--- src/rtl/bcd_para_binario_seq_pkg.sv ---
// Shared types and constants for the sequential BCD-to-binary converter.
package bcd_para_binario_seq_pkg;

    typedef enum logic [1:0] {
        IDLE = 2'd0,
        CONV = 2'd1,
        FIN  = 2'd2
    } state_t;

    // Largest legal value of one BCD digit
    localparam logic [3:0] DIGIT_MAX   = 4'd9;
    // Reverse double-dabble: after the right shift, a digit that reaches 8
    // carried a borrowed 10 into its top bit; subtracting 3 restores BCD.
    localparam logic [3:0] CORR_THRESH = 4'd8;
    localparam logic [3:0] CORR_SUB    = 4'd3;

    // One shift/correct iteration per BCD bit
    function automatic int iter_count(input int n_digits);
        return 4 * n_digits;
    endfunction

endpackage

--- src/rtl/bcd_para_binario_seq_corr_digit.sv ---
// Per-digit correction used in the CONV datapath: subtract 3 when the digit is >= 8.
module bcd_corr_digit
    import bcd_para_binario_seq_pkg::*;
(
    input  logic [3:0] digit_in,
    output logic [3:0] digit_out
);

    // Combinational correction of one 4-bit BCD digit
    always_comb begin
        digit_out = digit_in;
        if (digit_in >= CORR_THRESH) begin
            digit_out = digit_in - CORR_SUB;
        end
    end

endmodule

--- src/rtl/bcd_para_binario_seq.sv ---
// Sequential BCD-to-binary converter (reverse double-dabble), one
// shift/correct iteration per clock with a start/busy/done handshake.
module bcd_para_binario_seq
    import bcd_para_binario_seq_pkg::*;
#(
    parameter int N_DIGITS = 3,
    parameter int OUT_W    = 8,
    parameter int ITER     = iter_count(N_DIGITS)
) (
    input  logic             clk,
    input  logic             rst_n,
    input  logic             start,
    input  logic [3:0]       bcd_centenas,
    input  logic [3:0]       bcd_dezenas,
    input  logic [3:0]       bcd_unidades,
    output logic             busy,
    output logic             done,
    output logic [OUT_W-1:0] bin_out,
    output logic             LED_OV,
    output logic             LED_ERR
);

    localparam int BCD_W = 4 * N_DIGITS;
    localparam int WORK_W = 2 * BCD_W;
    localparam int CNT_W = (ITER > 1) ? $clog2(ITER) : 1;

    state_t             state_q, state_d;
    logic [WORK_W-1:0]  work_q, work_d;
    logic [CNT_W-1:0]   cnt_q, cnt_d;
    logic               err_q, err_d;
    logic               busy_q, busy_d;
    logic               done_q, done_d;
    logic [OUT_W-1:0]   bin_out_q, bin_out_d;
    logic               ov_q, ov_d;
    logic               led_err_q, led_err_d;

    logic               digit_bad;
    logic [WORK_W-1:0]  shifted;
    logic [BCD_W-1:0]   corr_bcd;
    logic [WORK_W-1:0]  corrected;

    assign digit_bad = (bcd_centenas > DIGIT_MAX) || (bcd_dezenas > DIGIT_MAX) ||
                       (bcd_unidades > DIGIT_MAX);

    // Shift right by one, then correct every BCD digit of the upper half
    assign shifted = work_q >> 1;

    for (genvar g = 0; g < N_DIGITS; g++) begin : g_corr
        bcd_corr_digit u_corr (
            .digit_in  (shifted[BCD_W + 4*g +: 4]),
            .digit_out (corr_bcd[4*g +: 4])
        );
    end

    assign corrected = {corr_bcd, shifted[BCD_W-1:0]};

    // State register
    always_ff @(posedge clk or negedge rst_n) begin
        if (!rst_n) begin
            state_q <= IDLE;
        end else begin
            state_q <= state_d;
        end
    end

    // Next-state logic
    always_comb begin
        state_d = state_q;
        case (state_q)
            IDLE: if (start) state_d = digit_bad ? FIN : CONV;
            CONV: if (cnt_q == CNT_W'(ITER - 1)) state_d = FIN;
            FIN:  state_d = IDLE;
            default: state_d = IDLE;
        endcase
    end

    // Datapath and output next values per state
    always_comb begin
        work_d    = work_q;
        cnt_d     = cnt_q;
        err_d     = err_q;
        busy_d    = busy_q;
        done_d    = 1'b0;
        bin_out_d = bin_out_q;
        ov_d      = ov_q;
        led_err_d = led_err_q;
        case (state_q)
            IDLE: begin
                if (start) begin
                    work_d = {BCD_W'({bcd_centenas, bcd_dezenas, bcd_unidades}), {BCD_W{1'b0}}};
                    cnt_d  = '0;
                    err_d  = digit_bad;
                    busy_d = 1'b1;
                end
            end
            CONV: begin
                work_d = corrected;
                cnt_d  = cnt_q + CNT_W'(1);
            end
            FIN: begin
                done_d    = 1'b1;
                busy_d    = 1'b0;
                led_err_d = err_q;
                if (err_q) begin
                    bin_out_d = '0;
                    ov_d      = 1'b0;
                end else begin
                    bin_out_d = work_q[OUT_W-1:0];
                    ov_d      = |work_q[BCD_W-1:OUT_W];
                end
            end
            default: begin
                busy_d = 1'b0;
            end
        endcase
    end

    // Datapath and output registers; reset clears everything
    always_ff @(posedge clk or negedge rst_n) begin
        if (!rst_n) begin
            work_q    <= '0;
            cnt_q     <= '0;
            err_q     <= 1'b0;
            busy_q    <= 1'b0;
            done_q    <= 1'b0;
            bin_out_q <= '0;
            ov_q      <= 1'b0;
            led_err_q <= 1'b0;
        end else begin
            work_q    <= work_d;
            cnt_q     <= cnt_d;
            err_q     <= err_d;
            busy_q    <= busy_d;
            done_q    <= done_d;
            bin_out_q <= bin_out_d;
            ov_q      <= ov_d;
            led_err_q <= led_err_d;
        end
    end

    assign busy    = busy_q;
    assign done    = done_q;
    assign bin_out = bin_out_q;
    assign LED_OV  = ov_q;
    assign LED_ERR = led_err_q;

endmodule
--- config.mk ---
export PLATFORM = sky130hd
export DESIGN_NAME = bcd_para_binario_seq
export DESIGN_NICKNAME = d
export VERILOG_FILES = /design/src/rtl/bcd_para_binario_seq_pkg.sv /design/src/rtl/bcd_para_binario_seq_corr_digit.sv /design/src/rtl/bcd_para_binario_seq.sv
export SDC_FILE = /design/constraint.sdc
export NUM_CORES = 1
export LEC_CHECK = 0
export BUFFER_PORTS_ARGS = -buffer_cell sky130_fd_sc_hd__buf_2
export CORE_ASPECT_RATIO = 1.4
export CORE_MARGIN = 3
export CORE_UTILIZATION = 30
export CTS_BUF_LIST = sky130_fd_sc_hd__clkbuf_4 sky130_fd_sc_hd__clkbuf_8
export DETAILED_ROUTE_END_ITERATION = 7
export HOLD_SLACK_MARGIN = 0.12
export PLACE_DENSITY = 0.54
export SLEW_MARGIN = 20
export SYNTH_ARGS = -nofsm -noshare
export SYNTH_HDL_FRONTEND = slang
export SYNTH_SLANG_ARGS = --single-unit
--- constraint.sdc ---
create_clock -name clk -period 1.8 [get_ports clk]
set_input_delay 0.45 -clock clk [delete_from_list [all_inputs] [get_ports clk]]
set_output_delay 0.45 -clock clk [all_outputs]
set_load 0.03 [all_outputs]
==> results.yml <==
status:
  status: "finished clean"
finish:
  area_growth_pct: 15.22
  fin_util: 0.3625
  n_fill_cell: 649
  finalNonFillerCells: 280
  nNetsFinal: 228
  final_layout_size_suffix_gt1_frac: 0.2115
  final_cell_mix: "43 x dfrtp_1, 26 x buf_2, 17 x o21ai_0"
  insertedDiodeCount: 0
  final_common_cell: "dfrtp_1"
die:
  dieArea_mm2: 0.007627
  start_util: 0.3146
  dieHeight_um: 102.1
  die_w_um: 74.67
  ios: 27
  rows: 34
  design.core.area_mm2: 0.006296
route:
  routed-via-count: 1409
  first_pass_iters: 4
  wire_per_inst_um: 14.14
  wirelength_um: 3958
  vias_per_cell: 5.032
  ant_nets: 0
  first_iter_violations: 86
  drcViolationCount: 0
clock_tree:
  clk_pin_slew_ns: 0.08
  cts_tree: "done"
  cts_buffers: 5
  post_cts_buffers: 0
  cts_root_buffer: "clkbuf_8"
  holdBufCountCts: 0
  htreeDepth: 2
  clock_latency_ns: 0.29
  cts-resized-gates: 0
  cts_buffer_depth: 2
  clkSinkCount: 43
yosys:
  ys_seq_area_frac: 0.5433
  synth_edf_count: 0
  synth_cell_type_count: 40
  synth_seq_cells: 43
  yosysWarnings: 0
  synth_area_mm2: 0.001981
  synth-main-ff-cell: "dfrtp_1"
  syn_nets: 199
  postSynthCellCount: 179
  async_flop_share: 1.000
  synth_area_per_cell_um2: 11.07
worst_setup_path:
  r2r_cells: 4
  crit_arrival_ns: 1.72
  crit_slowest_cell: "dfrtp_1"
  endpoint_kind: "flip-flop"
  crit_end: "err_q$_DFFE_PN0P_"
  path_cells: "buf_4 -> nor3b_2 -> nand4_1 -> o21a_1"
  ff2ff_setup_slack_ns: 0.26
  required_ns: 1.99
  worstPathMaxFanout: 11
  cpPeakStageDelay_ns: 0.48
  critical_path_class: "flip-flop to flip-flop"
  r2r_end: "err_q$_DFFE_PN0P_"
  start_kind: "flip-flop"
  r2r-start: "state_q[0]$_DFFE_PN0P_"
  cp-startpoint: "state_q[0]$_DFFE_PN0P_"
grt:
  grt_start_max_net_pins: 44
  grt_pass1_vias: 1485
  met3_usage: 0.02657
  grt_use_met1: 0.1550
  grt_first_pass_wirelength_um: 7065
  grt_use_total: 0.1202
  top_usage_layer: "met2"
  use_met2: 0.1957
  grt_remaining_overflow: 0
  antenna_found_initial: 0
sta:
  slew_headroom: 0.6286
  tightest_slew_ns: 0.5557
  finalSetupViolCount: 0
  rsz0062_at_grt: "no"
  drv_slew: 0
  fmax_ghz: 0.6510
  hold_ws_ns: 0.2220
  tns_ns: 0
  layout_min_cycle_time_ns: 1.536
  fin_crit_sh: 0.8534
  clock-skew-final_ns: 0.004730
  hold_viol_final: 0
pwr:
  p_int_mw: 2.098
  clockPowerShare: 0.183
  switchingPower_mw: 1.290
  pwr_density_cell_mw_per_mm2: 1485
  p_leak_nw: 1.099
  pwr-share-comb: 0.371
  total_power_mw: 3.388
  sw_frac_of_total: 0.3808
  p_seq_frac: 0.446
  vdd_drop_max_uv: 566.9
placed_design:
  numPortBuffers: 26
  hpwlAfterDp_um: 2826
  routabilityCongestion: 0.7736
  post-place-cells: 273
hold_path:
  hp-class: "primary input to asynchronous set/reset pin"
run:
  drv_cap: 0
## per-stage QoR
stage	worst slack, ns	instance area (um2)
CTS	0.2800	2282
global placement	0.3031	2195
floorplan	0.5091	1981
finish	0.2639	2282
global route	0.1449	2282
detailed placement	0.2835	2195
## flip-flops by register name, indices dropped and copies added (netlist names)
name,count
LED_OV,1
bin_out,8
work_q,24
LED_ERR,1
state_q,2
done,1
cnt_q,4
err_q,1
busy,1
## power by group through the flow
stage	sequential (mW)	clock [mW]	combinational (mW)
floorplan	1.47	0	0.980
global placement	1.53	0	1.26
detailed placement	1.53	0	1.28
CTS	1.51	0.647	1.28
global route	1.57	0.681	1.44
finish	1.51	0.620	1.26
## synth_stat cells (5+ instances only)
| cell type | n | share of area |
|---|---|---|
| dfrtp_1 | 43 | 0.54 |
| o21ai_0 | 17 | 0.043 |
| a22o_1 | 15 | 0.066 |
| nand2_1 | 15 | 0.028 |
| nand2b_1 | 13 | 0.041 |
| buf_2 | 8 | 0.020 |
| inv_1 | 7 | 0.013 |
| nor2b_1 | 6 | 0.019 |
| a21oi_1 | 5 | 0.013 |
| ha_1 | 5 | 0.032 |
| nor2_1 | 5 | 0.0095 |
## per-layer routing
layer,vias up,wire [um]
li1,693,-
met1,677,1844
met2,31,1900
met3,8,129
met4,0,85
met5,-,0
## how the worst min path moves through the flow
stage	endpoint	slack, ns	cells past startpoint
after CTS	bin_out[1]$_DFFE_PN0P_	0.24	2
final	bin_out[1]$_DFFE_PN0P_	0.22	2
after global routing	bin_out[1]$_DFFE_PN0P_	0.25	2
after detailed placement	bin_out[0]$_DFFE_PN0P_	0.47	2
after global placement	bin_out[5]$_DFFE_PN0P_	0.46	2
after floorplan	LED_ERR$_DFFE_PN0P_	0.15	0
## layout make-up
cell class,instances,area (um2),area share
multi-input combinational,118,819.5,0.3591
inverter,7,26.28,0.01151
clock buffer,6,82.58,0.03618
clock inverter,1,5.005,0.002193
sequential,43,1076,0.4715
tap,72,90.09,0.03947
timing repair buffer,33,182.7,0.08004
## critical path: cells and delay by family (launching register included)
kind / cells / cell delay (ns)
buffers and inverters: 1 / 0.22
and+or+nand+nor: 2 / 0.57
AOI/OAI and AO/OA: 1 / 0.15
DFF: 1 / 0.48
## cell families (layout without fill, tap and decap cells)
| family | after synthesis | after routing | synth area share |
|---|---|---|---|
| AOI/OAI and AO/OA | 56 | 56 | 0.2085 |
| and+or+nand+nor | 49 | 49 | 0.1352 |
| DFF | 43 | 43 | 0.5433 |
| buffers and inverters | 18 | 47 | 0.04296 |
| adders and majority gates | 5 | 5 | 0.03159 |
| xor gates and xnor gates | 4 | 4 | 0.01769 |
| muxes | 4 | 4 | 0.02085 |
Note: power is estimated with default switching activity, not from simulation.
